$ cat src/rtl/game_pkg.sv
// Shared state encoding and default timing constants for the game round controller.
package game_pkg;

    typedef enum logic [1:0] {
        ST_IDLE      = 2'b00,
        ST_COUNTDOWN = 2'b01,
        ST_PLAY      = 2'b10,
        ST_OVER      = 2'b11
    } game_state_e;

    localparam int unsigned DEF_MONSTERS    = 12;
    localparam int unsigned DEF_BASE_PERIOD = 25_000_000;
    localparam int unsigned DEF_STEP_PERIOD = 2_500_000;
    localparam int unsigned DEF_MIN_PERIOD  = 5_000_000;
    localparam int unsigned DEF_COUNTDOWN   = 50_000_000;
    localparam int unsigned DEF_LEVEL_STEP  = 10;
    localparam int unsigned DEF_MAX_LEVEL   = 7;
    localparam int unsigned DEF_SCORE_W     = 14;

endpackage

$ cat src/rtl/move_prescaler.sv
// Free-running cycle counter that wraps at period-1 and flags the wrap cycle.
module move_prescaler #(
    parameter int unsigned CNT_W = 26
) (
    input  logic             clk_i,
    input  logic             rst_i,
    input  logic             en_i,
    input  logic             clr_i,
    input  logic [CNT_W-1:0] period_i,
    output logic             tick_o_c
);

    logic [CNT_W-1:0] cnt_q;
    logic [CNT_W-1:0] cnt_d;

    // >= rather than == so a shrinking period still wraps on the next cycle
    assign tick_o_c = en_i && (cnt_q >= (period_i - CNT_W'(1)));

    // Next count: clear wins, otherwise count and wrap on tick
    always_comb begin
        cnt_d = cnt_q;
        if (clr_i) begin
            cnt_d = '0;
        end else if (en_i) begin
            cnt_d = tick_o_c ? '0 : cnt_q + CNT_W'(1);
        end
    end

    // Counter register
    always_ff @(posedge clk_i) begin
        if (rst_i) begin
            cnt_q <= '0;
        end else begin
            cnt_q <= cnt_d;
        end
    end

endmodule

$ cat src/rtl/game_sequencer.sv
// Round controller: IDLE/COUNTDOWN/PLAY/OVER sequencing, move tick, spawn gating, scoring.
module game_sequencer
    import game_pkg::*;
#(
    parameter int unsigned MONSTERS    = DEF_MONSTERS,
    parameter int unsigned BASE_PERIOD = DEF_BASE_PERIOD,
    parameter int unsigned STEP_PERIOD = DEF_STEP_PERIOD,
    parameter int unsigned MIN_PERIOD  = DEF_MIN_PERIOD,
    parameter int unsigned COUNTDOWN   = DEF_COUNTDOWN,
    parameter int unsigned LEVEL_STEP  = DEF_LEVEL_STEP,
    parameter int unsigned MAX_LEVEL   = DEF_MAX_LEVEL,
    parameter int unsigned SCORE_W     = DEF_SCORE_W
) (
    input  logic                clk_game,
    input  logic                rst,
    input  logic                start,
    input  logic                alive,
    input  logic [MONSTERS-1:0] score_pulse,
    output logic                game_start,
    output logic                move_tick,
    output logic [MONSTERS-1:0] spawn_mask,
    output logic [1:0]          state,
    output logic [2:0]          level,
    output logic [SCORE_W-1:0]  score,
    output logic [SCORE_W-1:0]  hi_score
);

    localparam int unsigned CNT_MAX   = (BASE_PERIOD > COUNTDOWN) ? BASE_PERIOD : COUNTDOWN;
    localparam int unsigned CNT_W     = $clog2(CNT_MAX + 1);
    localparam int unsigned PC_W      = $clog2(MONSTERS + 1);
    localparam int unsigned SUM_W     = SCORE_W + PC_W;
    localparam int unsigned THR_W     = SCORE_W + 1;
    localparam int unsigned SCORE_MAX = (1 << SCORE_W) - 1;
    localparam int unsigned DROP_MAX  = (BASE_PERIOD > MIN_PERIOD) ? BASE_PERIOD - MIN_PERIOD : 0;

    function automatic logic [PC_W-1:0] popcount(input logic [MONSTERS-1:0] v);
        logic [PC_W-1:0] n;
        n = '0;
        for (int i = 0; i < MONSTERS; i++) begin
            n = n + PC_W'(v[i]);
        end
        return n;
    endfunction

    // Low min(MONSTERS, 2+2*level) slots enabled
    function automatic logic [MONSTERS-1:0] mask_for(input logic [2:0] lvl);
        logic [MONSTERS-1:0] m;
        int unsigned         n;
        n = 32'd2 + 32'd2 * 32'(lvl);
        for (int i = 0; i < MONSTERS; i++) begin
            m[i] = (32'(i) < n);
        end
        return m;
    endfunction

    game_state_e         state_q, state_d;
    logic [SCORE_W-1:0]  score_q, score_d;
    logic [SCORE_W-1:0]  hi_q, hi_d;
    logic [2:0]          level_q, level_d;
    logic [THR_W-1:0]    thr_q, thr_d;
    logic                game_start_q, game_start_d;
    logic                move_tick_q, move_tick_d;
    logic [MONSTERS-1:0] spawn_mask_q, spawn_mask_d;
    logic                start_q, alive_q;
    logic [MONSTERS-1:0] pulse_q;

    logic                start_ev;
    logic                alive_fall;
    logic [PC_W-1:0]     kills;
    logic [SUM_W-1:0]    score_sum;
    logic [SCORE_W-1:0]  score_sat;
    logic [31:0]         drop;
    logic [CNT_W-1:0]    move_period;
    logic [CNT_W-1:0]    presc_period;
    logic                presc_en;
    logic                presc_clr;
    logic                presc_tick;
    logic                clear_game;

    assign start_ev   = start & ~start_q;
    assign alive_fall = alive_q & ~alive;
    assign kills      = popcount(score_pulse & ~pulse_q);
    assign score_sum  = SUM_W'(score_q) + SUM_W'(kills);
    assign score_sat  = (score_sum > SUM_W'(SCORE_MAX)) ? SCORE_W'(SCORE_MAX)
                                                         : score_sum[SCORE_W-1:0];

    // Level-dependent move period with a floor
    always_comb begin
        drop        = 32'(level_q) * STEP_PERIOD;
        move_period = (drop >= DROP_MAX) ? CNT_W'(MIN_PERIOD) : CNT_W'(BASE_PERIOD - drop);
    end

    // One counter serves both the countdown timer and the move prescaler
    assign presc_en     = (state_q == ST_COUNTDOWN) || (state_q == ST_PLAY);
    assign presc_period = (state_q == ST_COUNTDOWN) ? CNT_W'(COUNTDOWN) : move_period;

    move_prescaler #(
        .CNT_W (CNT_W)
    ) u_prescaler (
        .clk_i    (clk_game),
        .rst_i    (rst),
        .en_i     (presc_en),
        .clr_i    (presc_clr),
        .period_i (presc_period),
        .tick_o_c (presc_tick)
    );

    // Next-state, scoring and level tracking
    always_comb begin
        state_d      = state_q;
        score_d      = score_q;
        hi_d         = hi_q;
        level_d      = level_q;
        thr_d        = thr_q;
        game_start_d = 1'b0;
        move_tick_d  = 1'b0;
        presc_clr    = 1'b0;
        clear_game   = 1'b0;

        case (state_q)
            ST_IDLE, ST_OVER: begin
                if (start_ev) begin
                    state_d    = ST_COUNTDOWN;
                    presc_clr  = 1'b1;
                    clear_game = 1'b1;
                end
            end
            ST_COUNTDOWN: begin
                if (presc_tick) begin
                    state_d      = ST_PLAY;
                    game_start_d = 1'b1;
                end
            end
            ST_PLAY: begin
                score_d = score_sat;
                if (alive_fall) begin
                    state_d = ST_OVER;
                    if (score_sat > hi_q) begin
                        hi_d = score_sat;
                    end
                end else if (start_ev) begin
                    state_d    = ST_IDLE;
                    clear_game = 1'b1;
                end else begin
                    move_tick_d = presc_tick;
                end
            end
            default: state_d = ST_IDLE;
        endcase

        // Level follows score one step per cycle via a running threshold
        if (clear_game) begin
            score_d = '0;
            level_d = '0;
            thr_d   = THR_W'(LEVEL_STEP);
        end else if ((level_q < 3'(MAX_LEVEL)) && (THR_W'(score_q) >= thr_q)) begin
            level_d = level_q + 3'd1;
            thr_d   = thr_q + THR_W'(LEVEL_STEP);
        end

        spawn_mask_d = (state_d == ST_PLAY) ? mask_for(level_d) : '0;
    end

    // State, score and output registers
    always_ff @(posedge clk_game) begin
        if (rst) begin
            state_q      <= ST_IDLE;
            score_q      <= '0;
            hi_q         <= '0;
            level_q      <= '0;
            thr_q        <= THR_W'(LEVEL_STEP);
            game_start_q <= 1'b0;
            move_tick_q  <= 1'b0;
            spawn_mask_q <= '0;
            start_q      <= 1'b0;
            alive_q      <= 1'b0;
            pulse_q      <= '0;
        end else begin
            state_q      <= state_d;
            score_q      <= score_d;
            hi_q         <= hi_d;
            level_q      <= level_d;
            thr_q        <= thr_d;
            game_start_q <= game_start_d;
            move_tick_q  <= move_tick_d;
            spawn_mask_q <= spawn_mask_d;
            start_q      <= start;
            alive_q      <= alive;
            pulse_q      <= score_pulse;
        end
    end

    assign game_start = game_start_q;
    assign move_tick  = move_tick_q;
    assign spawn_mask = spawn_mask_q;
    assign state      = state_q;
    assign level      = level_q;
    assign score      = score_q;
    assign hi_score   = hi_q;

endmodule
$ cat config.mk
export PLATFORM = sky130hd
export DESIGN_NAME = game_sequencer
export DESIGN_NICKNAME = d
export VERILOG_FILES = /design/src/rtl/game_pkg.sv /design/src/rtl/move_prescaler.sv /design/src/rtl/game_sequencer.sv
export SDC_FILE = /design/constraint.sdc
export NUM_CORES = 1
export LEC_CHECK = 0
export BUFFER_PORTS_ARGS = -buffer_cell sky130_fd_sc_hd__buf_2
export CAP_MARGIN = 40
export CORE_ASPECT_RATIO = 0.5
export CORE_MARGIN = 5
export CORE_UTILIZATION = 60
export DETAILED_ROUTE_END_ITERATION = 6
export GPL_TIMING_DRIVEN = 0
export PLACE_DENSITY = 0.8
export RECOVER_POWER = 25
export SLEW_MARGIN = 20
export SYNTH_ARGS = -nofsm -noshare
export SYNTH_HDL_FRONTEND = slang
export SYNTH_SLANG_ARGS = --single-unit
$ cat constraint.sdc
create_clock -name clk_game -period 9.5 [get_ports clk_game]
set_clock_uncertainty 0.15 [all_clocks]
set_input_delay 0.95 -clock clk_game [delete_from_list [all_inputs] [get_ports clk_game]]
set_output_delay 0.95 -clock clk_game [all_outputs]
set_load 0.01 [all_outputs]
# After elaboration in Yosys (flattened, before gate mapping)
# Index checks and enable logic that the tools add are counted.
word_totals:
  out_inout_bits: 47
  word_cells: 89
  reg_bits: 102
  input_bits: 16
op_classes:
  mux: 16
  bitwise_logic: 9
  addsub: 18
  eq_ne: 4
  n_reduce_logical: 11
  magnitude_cmp: 18
  multipliers: 1
op_table:
  columns: ["cell", "count"]
  rows:
  - ["26-bit 2-to-1 mux", 3]
  - ["4-bit by 1-bit adder with 4-bit output", 8]
  - ["26-bit by 1-bit adder with 26-bit output (second input constant)", 1]
  - ["26-bit >= comparator", 1]
  - ["25-bit by 25-bit subtractor with 26-bit output (first input constant)", 1]
  - ["26-bit by 1-bit subtractor with 26-bit output (second input constant)", 1]
  - ["25-bit >= comparator (second input constant)", 1]
  - ["3-bit by 5-bit < comparator with 1-bit output (first input constant)", 4]
  - ["4-bit by 5-bit < comparator with 1-bit output (first input constant)", 4]
  - ["3-bit by 17-bit multiplier with 20-bit output (second input constant)", 1]
  - ["14-bit by 4-bit adder with 15-bit output", 1]
  - ["15-bit by 4-bit adder with 15-bit output (second input constant)", 1]
  - ["14-bit by 15-bit >= comparator with 1-bit output", 1]
  - ["15-bit by 14-bit greater-than comparator with 1-bit output (second input constant)", 1]
  - ["14-bit greater-than comparator", 1]
  - ["14-bit 2-to-1 mux", 1]
  - ["12-bit AND", 1]
  - ["12-bit inverter", 1]
  - ["1-bit by 5-bit < comparator with 1-bit output (first input constant)", 2]
  - ["2-bit by 5-bit < comparator with 1-bit output (first input constant)", 2]
  - ["2-bit OR reduction", 5]
  - ["2-bit 2-to-1 mux", 4]
  - ["2-bit == test (second input constant)", 3]
  - ["3-bit 2-to-1 mux", 2]
  - ["17 further kinds", 26]

# Longest topological paths before layout
# Gate-level depths: netlist (run 1).
logic_depth:
  ltp_word: 18
  depth_mapped: 29
  mapped_depth_nobuf: 27

# Modules after synthesis
# A second synthesis (run 1) with hierarchy kept.
unflattened:
  hier_cells: 885
  area_unflattened_um2: 7313.3
modules_own_cells:
  columns: ["mod", "seq_area_each_um2", "area_each_um2", "n_inst", "cells_each"]
  rows:
  - ["game_sequencer", 1381.3, 5146.2, 1, 618]
  - ["move_prescaler", 520.5, 2167.1, 1, 267]

# Worst setup path before layout (run 1)
# OpenSTA, ideal clock, no wires.
synth_path:
  path_type: "input to register"
  startpoint: "input port score_pulse[0]"
  endpoint: "register hi_q[7] (netlist: hi_score[7])"
  path_slack_ps: 2539
  arrival_ps: 6720
  path_buffers: 3
  stages: 26
  setup_ps: 91
  t_required_ps: 9259
  cell_sequence: "nor2b_1 -> fa_1 -> inv_1 -> fa_1 -> fa_1 -> fa_1 -> fa_1 -> inv_1 -> fa_1 -> a21o_1 -> a21oi_1 -> o21a_1 -> or3_1 -> clkbuf_1 -> clkbuf_1 -> nand2_1 -> ha_1 -> a21o_1 -> a21o_1 -> a21o_1 -> a21oi_1 -> o21a_1 -> o211ai_1 -> clkbuf_1 -> a21oi_1 -> a311oi_1"
synth_via:
  elab_chain_cells: 17
synth_rtl:
  columns: ["element", "line", "rtl"]
  rows:
  - ["start: declaration", "game_sequencer.sv:18", "input logic [MONSTERS-1:0] score_pulse,"]
  - ["12-bit AND (*)", "game_sequencer.sv:82", "assign kills = popcount(score_pulse & ~pulse_q);"]
  - ["1-bit by 1-bit adder with 2-bit output (*)", "game_sequencer.sv:40", "n = n + PC_W'(v[i]);"]
  - ["2-bit by 1-bit adder with 3-bit output (*)", "game_sequencer.sv:40", null]
  - ["3-bit by 1-bit adder with 4-bit output (*)", "game_sequencer.sv:40", null]
  - ["4-bit by 1-bit adder with 4-bit output (*) (8 in series)", "game_sequencer.sv:40", null]
  - ["14-bit by 4-bit adder with 15-bit output (*)", "game_sequencer.sv:83", "assign score_sum = SUM_W'(score_q) + SUM_W'(kills);"]
  - ["15-bit by 14-bit greater-than comparator with 1-bit output", "game_sequencer.sv:84", "assign score_sat = (score_sum > SUM_W'(SCORE_MAX)) ? SCORE_W'(SCORE_MAX)"]
  - ["14-bit 2-to-1 mux (*)", "game_sequencer.sv:84", null]
  - ["net score_sat[7]", "game_sequencer.sv:71", "logic [SCORE_W-1:0] score_sat;"]
  - ["14-bit greater-than comparator", "game_sequencer.sv:138", "if (score_sat > hi_q) begin"]
  - ["3-bit AND reduction (no line)", null, null]
  - ["end signal: assignment", "game_sequencer.sv:181", "hi_q <= hi_d;"]
  - ["end: declaration", "game_sequencer.sv:58", "logic [SCORE_W-1:0] hi_q, hi_d;"]
# The timed path passes the listed nets; every way through them passes the cells marked *.
# A chain may end at the register's enable or synchronous reset.

# Worst setup path after layout (run 1)
layout_path:
  startpoint: "register level_q[0] (netlist: level[0])"
  endpoint: "register u_prescaler.cnt_q[8]"
layout_via:
  elab_chain_cells: 8
  elab_cells_between_ends: 9
  cone_classes: "add/sub: 2; mul: 1; order compare: 2; mux: 3; reduce/logical: 1"
layout_rtl:
  columns: ["element", "line", "rtl"]
  rows:
  - ["start: declaration", "game_sequencer.sv:59", "logic [2:0] level_q, level_d;"]
  - ["start signal: assignment", "game_sequencer.sv:182", "level_q <= level_d;"]
  - ["3-bit by 17-bit multiplier with 20-bit output (*)", "game_sequencer.sv:89", "drop = 32'(level_q) * STEP_PERIOD;"]
  - ["25-bit by 25-bit subtractor with 26-bit output / 25-bit >= comparator (equally long branches)", "game_sequencer.sv:90", "move_period = (drop >= DROP_MAX) ? CNT_W'(MIN_PERIOD) : CNT_W'(BASE_PERIOD - drop);"]
  - ["26-bit 2-to-1 mux (*)", "game_sequencer.sv:90", null]
  - ["26-bit 2-to-1 mux (*)", "game_sequencer.sv:95", "assign presc_period = (state_q == ST_COUNTDOWN) ? CNT_W'(COUNTDOWN) : move_period;"]
  - ["26-bit by 1-bit subtractor with 26-bit output (*)", "move_prescaler.sv:17", "assign tick_o_c = en_i && (cnt_q >= (period_i - CNT_W'(1)));"]
  - ["26-bit >= comparator (*)", "move_prescaler.sv:17", null]
  - ["1-bit logical AND (*)", "move_prescaler.sv:17", null]
  - ["26-bit 2-to-1 mux (*)", "move_prescaler.sv:25", "cnt_d = tick_o_c ? '0 : cnt_q + CNT_W'(1);"]
  - ["end signal: assignment", "move_prescaler.sv:34", "cnt_q <= cnt_d;"]
  - ["end: declaration", "move_prescaler.sv:13", "logic [CNT_W-1:0] cnt_q;"]
# Every way passes the cells marked *; elsewhere a longest branch is shown, timed or not.

==> run_results.csv, run 1 <==
group,metric,value,unit
logic_synthesis,syn_area,7053,µm²
floorplanning,io_pins,63,
sta,post-route-period-util,80.22,%
setup_path,r2r_end,"u_prescaler.cnt_q[8]",
setup_path,cp.arrival,7.68,ns
cts,clk-insertion-delay-late,0.35,ns
global_routing,gr-usage-all-layers,24.28,%
final_layout,fin_cells,1092,
routing,drt-initial-drc-count,497,
sta,fin_crit,7.621,ns
setup_path,crit_start,"level[0]",
cts,clk_path_buf_depth,2,
power,swShare,35.63,%
cts,htreeDepth,3,
floorplanning,rows,28,
cts,clkSlewWorstSetupHoldPaths,0.07,ns
cts,cts_setup_buffers,0,
cts,root_buffer,"clkbuf_16",
routing,drtAntennaViolNets,0,
floorplanning,die_h,86.67,µm
final_layout,layout-area-overhead-vs-synth,11.11,%
logic_synthesis,synth-seq-area-share,26.96,%
setup_path,timing.rr.start,"level[0]",
sta,worst_pin_slew,0.8255,ns
power,comb_power_share,31.7,%
power,p_int,0.7360,mW
setup_path,slowest_delay,0.75,ns
hold_path,hold_end,"thr_q[10]",
setup_path,cp-end-kind,"flip-flop",
global_routing,grt_start_max_net_pins,20,
sta,setup_tns,0,ns
power,seqPwrFrac,36.5,%
setup_path,r2r_setup_slack,1.88,ns
final_layout,antenna_cells,0,
final_layout,layout-drive-gt1-share,9.169,%
sta,setup_violations,0,
logic_synthesis,synth-edff-count,0,
hold_path,hold_class,"reg2reg",
routing,dr.pass1.iters,7,
routing,wl,16.63,mm
logic_synthesis,syn_nets,953,
power,p_leak,3.348,nW
floorplanning,dieArea,14160,µm²
global_routing,grt_overflow,0,
logic_synthesis,ys_types,72,
final_layout,nets,1027,
logic_synthesis,ys_ff_latch,95,
logic_synthesis,synth_cells,848,
cts,post_cts_resized,0,
hold_path,hold_start,"thr_q[10]",
floorplanning,die_w,163.3,µm
setup_path,cp.buffers_inverters,4,
power,power_density,145.9,nW/µm²
placement,port_buffers,62,
routing,viasPerCell,5.811,
floorplanning,start_util,60.46,%
logic_synthesis,yosys.area.top_type,"dfxtp_1",
cts,cts_tree,"built",
sta,slew_viol_final,0,
logic_synthesis,synth_top_area_share,26.96,%
cts,cts_inserted_buffers,9,
sta,hold_viol_final,0,
logic_synthesis,synthFlopType,"dfxtp_1",
global_routing,grt_pass1_wl,28.46,mm
final_layout,design_area,7836,µm²
setup_path,reg2regPathDepth,29,
setup_path,slowest_stage,"o41ai_2",
cts,ctsHoldBuffers,0,
sta,rsz0062_at_grt,"false",
sta,timing.slew.headroom,44.54,%
sta,max_freq,131.2,MHz
routing,dr_total_vias,6346,
routing,wl_per_cell,15.23,µm
run_status,status,"complete, no violations",
routing,remaining_drc_errors,0,
placement,dpl.hpwl,12.89,mm
hold_path,hold_depth,2,
floorplanning,core,11670,µm²
power,p_switching,0.4073,mW
setup_path,start_kind,"flip-flop",
global_routing,antenna_found_initial,0,
power,power_frac_clock,31.8,%
placement,place_inst,1075,
power,peakVddDrop,0.1127,mV
logic_synthesis,yosysWarnings,0,
logic_synthesis,syn_avg_cell_area,8.317,µm²
global_routing,first_global_vias,6049,
setup_path,cp_max_fo,10,
logic_synthesis,ys_top_cells_by_area,"dfxtp_1, ha_1, nor2_1",
placement,gp_congestion,0.9163,
cts,cts.sinks,95,
placement,postPlaceCellArea,7570,µm²
setup_path,crit_type,"reg2reg",
job,drv_cap,0,
logic_synthesis,synthArstFlopShare,0,%
setup_path,crit_family,"compound AO/OA/AOI/OAI gates",
setup_path,crit_path_frequent_cell,"ha_1",
setup_path,cp.required,9.56,ns
cells by family after synthesis:
family | synth area share, %
buffers and inverters | 5.641
AND/OR/NAND/NOR | 21.86
AO/OA/AOI/OAI | 17.56
adder cells (fa/ha/maj) | 16.85
multiplexers | 2.288
flip-flops | 26.96
XOR/XNOR | 8.835
worst register-to-register path: cells and delay by family, from the launching register on:
| kind | cells | cell delay, ns |
|---|---|---|
| adders and majority gates | 5 | 1.62 |
| AOI/OAI and AO/OA | 10 | 2.90 |
| buffers and inverters | 4 | 0.98 |
| xor gates and xnor gates | 2 | 0.35 |
| muxes | 1 | 0.16 |
| and+or+nand+nor | 7 | 0.78 |
| DFF | 1 | 0.56 |
flip-flops by register name, summed over array words and instances, names as in the netlist, 2 cells and up:
name	flops
score	14
state	2
spawn_mask	6
level	3
pulse_q	12
hi_score	14
thr_q	14
u_prescaler.cnt_q	26
per-layer routing:
layer,wire (µm),vias up,GRT usage (%)
met1,7527,3038,31.10
met4,180,0,5.099
met3,791,24,4.608
li1,-,3130,-
met5,0,-,0
met2,8129,154,43.16
area by class of cell:
class | count | area, µm²
clock buffers | 9 | 225.2
fillers | 1007 | 3830
multi-input cells | 657 | 4753
inverters | 58 | 217.7
well taps | 165 | 206.4
clock inverters | 7 | 72.57
flip-flops and latches | 95 | 1902
plain buffers | 38 | 180.2
repair buffers | 63 | 279.0
worst max-delay path by stage:
stage                            to  slack, ns  cells past startpoint
2_1_floorplan           hi_score[7]       2.54                     26
3_3_place_gp            hi_score[7]       1.68                     27
3_5_place_dp            hi_score[9]       1.58                     27
4_1_cts                 hi_score[9]       1.95                     27
5_1_grt        u_prescaler.cnt_q[8]       1.36                     29
6_report       u_prescaler.cnt_q[8]       1.88                     29
cells in the final DEF (no fill, tap or decap), drive strengths merged, types with 33 or more instances in the layout:
cell type | netlist | layout
xnor2 | 38 | 38
nor2 | 85 | 85
a21oi | 54 | 54
dfxtp | 95 | 95
buf | 12 | 44
clkbuf | 26 | 66
inv | 57 | 61
nand3 | 36 | 36
ha | 79 | 79
nor2b | 33 | 33
nand2 | 61 | 61
power by group through the flow:
stage	clock network (mW)	registers, mW	logic (mW)
after floorplan	0	0.425	0.273
after CTS	0.368	0.417	0.362
final	0.364	0.417	0.362
after detailed placement	0	0.426	0.359
after global placement	0	0.426	0.347
after global routing	0.391	0.418	0.412
per-stage QoR:
stage          total power [mW]  utilization [%]  hold WS (ns)  setup WS, ns
3_3_place_gp             0.7725            64.89        0.2990         1.681
5_1_grt                   1.221            67.17        0.3584         1.360
6_report                  1.143            67.17        0.3250         1.879
3_5_place_dp             0.7853            64.89        0.3168         1.581
2_1_floorplan            0.6983                -        0.2884         2.539
4_1_cts                   1.147            67.44        0.3289         1.946
synth_stat cells (all sizes together), types with 16 or more instances:
master,instances
nand2,61
nand3,36
a311oi,16
dfxtp,95
o21ai,27
ha,79
inv,57
nor2b,33
xor2,27
clkbuf,26
nand4,20
a21o,22
a21oi,54
xnor2,38
nor2,85
(Power assumes the default switching activity.)
==> inputs of run 2 (changes only) <==
==> constraint.sdc (replaced) <==
create_clock -name clk_game -period 7.3 [get_ports clk_game]
set_clock_uncertainty 0.15 [all_clocks]
set_input_delay 0.73 -clock clk_game [delete_from_list [all_inputs] [get_ports clk_game]]
set_output_delay 0.73 -clock clk_game [all_outputs]
set_load 0.01 [all_outputs]
==> run 2 against run 1 <==
Critical path depth unchanged. Final area increased by 0.59%. Die area unchanged. Largest power group unchanged. Highest routed layer unchanged.
==> run_results.csv, run 2 (synthesis gave the netlist of run 1 again) <==
group,metric,value,unit
final_layout,layout-area-overhead-vs-synth,11.76,%
floorplanning,die_w,163.3,µm
routing,drt-initial-drc-count,480,
cts,root_buffer,"clkbuf_16",
final_layout,design_area,7883,µm²
setup_path,cp.required,7.38,ns
cts,htreeDepth,3,
routing,wl,16.69,mm
sta,post-route-period-util,93.76,%
final_layout,fillCellCount,1002,
job,drv_cap,0,
global_routing,gr-usage-all-layers,24.26,%
cts,cts_tree,"built",
routing,dr.pass1.iters,5,
sta,fin_crit,6.845,ns
routing,viasPerCell,5.794,
hold_path,hold_class,"reg2reg",
floorplanning,io_pins,63,
sta,setup_violations,0,
final_layout,mostFrequentLayoutCell,"dfxtp_1",
final_layout,antenna_cells,0,
floorplanning,die_h,86.67,µm
cts,ctsHoldBuffers,0,
global_routing,grt_pass1_wl,28.44,mm
setup_path,slowest_stage,"o41ai_4",
sta,timing.slew.headroom,41.50,%
cts,cts.sinks,95,
cts,clkSlewWorstSetupHoldPaths,0.07,ns
placement,postPlaceCellArea,7570,µm²
global_routing,grt_use_met2,43.12,%
routing,drtAntennaViolNets,0,
final_layout,largest_register_ffs,26,
cts,clk_path_buf_depth,2,
setup_path,start_kind,"flip-flop",
global_routing,met3_usage,4.513,%
cts,cts_inserted_buffers,9,
sta,hold_viol_final,0,
sta,slew_viol_final,0,
run_status,status,"complete, no violations",
hold_path,hold_depth,2,
power,power_density,191.2,nW/µm²
placement,port_buffers,62,
final_layout,final_util,67.57,%
power,p_leak,3.376,nW
placement,dpl.hpwl,12.89,mm
floorplanning,dieArea,14160,µm²
sta,max_freq,146.1,MHz
routing,remaining_drc_errors,0,
global_routing,gr-max-usage-layer,"met2",
sta,hold_ws,0.3271,ns
setup_path,slowest_delay,0.57,ns
routing,wl_per_cell,15.29,µm
setup_path,cp-end-kind,"flip-flop",
sta,worst_pin_slew,0.8709,ns
global_routing,antenna_found_initial,0,
setup_path,cp_max_fo,10,
floorplanning,core,11670,µm²
setup_path,crit_type,"reg2reg",
final_layout,layout-drive-gt1-share,10.46,%
routing,dr_total_vias,6327,
setup_path,cp.arrival,6.92,ns
final_layout,mostFrequentLayoutCells,"dfxtp_1, nor2_1, ha_1",
global_routing,first_global_vias,6030,
global_routing,grt_start_max_net_pins,20,
cts,clk-insertion-delay-late,0.35,ns
floorplanning,start_util,60.46,%
setup_path,reg2regPathDepth,29,
placement,gp_congestion,0.9163,
global_routing,grt_use_met1,31.19,%
final_layout,regMostFlops,"u_prescaler.cnt_q",
global_routing,grt_overflow,0,
power,peakVddDrop,0.1543,mV
floorplanning,rows,28,
final_layout,nets,1027,
==> run 2: cell count changes in the layout (fill, tap and decap cells not counted), sizes merged <==
| cell | delta |
|---|---|
| buf | +1 |
| clkbuf | -1 |
==> run 2: path summary, 6_finish.rpt <==
check | start | end | slack (ns)
setup / recovery | level[0] | u_prescaler.cnt_q[8] | 0.46
hold / removal | thr_q[10] | thr_q[10] | 0.33
setup reg to reg | level[0] | u_prescaler.cnt_q[8] | 0.46
hold reg to reg | thr_q[10] | thr_q[10] | 0.33
==> run 2: per-stage QoR <==
stage | TNS [ns] | power [mW] | instances | setup slack [ns]
after CTS | 0 | 1.494 | 1091 | 0.03384
final | 0 | 1.507 | 1092 | 0.4555
after global routing | -0.008318 | 1.610 | 1092 | -0.008318
after global placement | -3.482 | 1.005 | 1075 | -0.2988
after floorplan | 0 | 0.9087 | 848 | 0.5594
after detailed placement | -7.617 | 1.022 | 1075 | -0.3988
==> run 2: timing repair <==
action,in CTS,in global routing
setup endpoints to repair,24,44
pin swaps,0,1
setup buffers,0,1
gates resized for setup,3,15
==> run 2: layout make-up <==
| cell class | count | area (µm²) | area share (%) |
|---|---|---|---|
| multi-input combinational | 657 | 4788 | 60.75 |
| sequential | 95 | 1903 | 24.14 |
| timing repair buffer | 64 | 286.5 | 3.635 |
| clock buffer | 9 | 225.2 | 2.857 |
| inverter | 58 | 217.7 | 2.762 |
| tap | 165 | 206.4 | 2.619 |
| buffer | 37 | 182.7 | 2.317 |
| clock inverter | 7 | 72.57 | 0.9206 |
==> run 2: worst max-delay path: cells and delay by family, from the launching register on <==
| kind | cells | cell delay, ns |
|---|---|---|
| buffers and inverters | 4 | 0.80 |
| XOR/XNOR | 2 | 0.29 |
| flip-flops | 1 | 0.45 |
| adder cells (fa/ha/maj) | 5 | 1.73 |
| AND/OR/NAND/NOR | 8 | 0.97 |
| AO/OA/AOI/OAI | 9 | 2.09 |
| multiplexers | 1 | 0.24 |
==> run 2: power breakdown <==
part	leakage (nW)	internal, mW	switching [mW]
Clock	0.149	0.243	0.230
Sequential	0.770	0.530	0.0127
Combinational	2.46	0.200	0.291
Total	3.38	0.973	0.534
==> run 2: routing by layer <==
metal / wire (µm) / vias up
li1: - / 3136
met3: 907 / 20
met5: 0 / -
met2: 8111 / 160
met4: 183 / 0
met1: 7492 / 3011
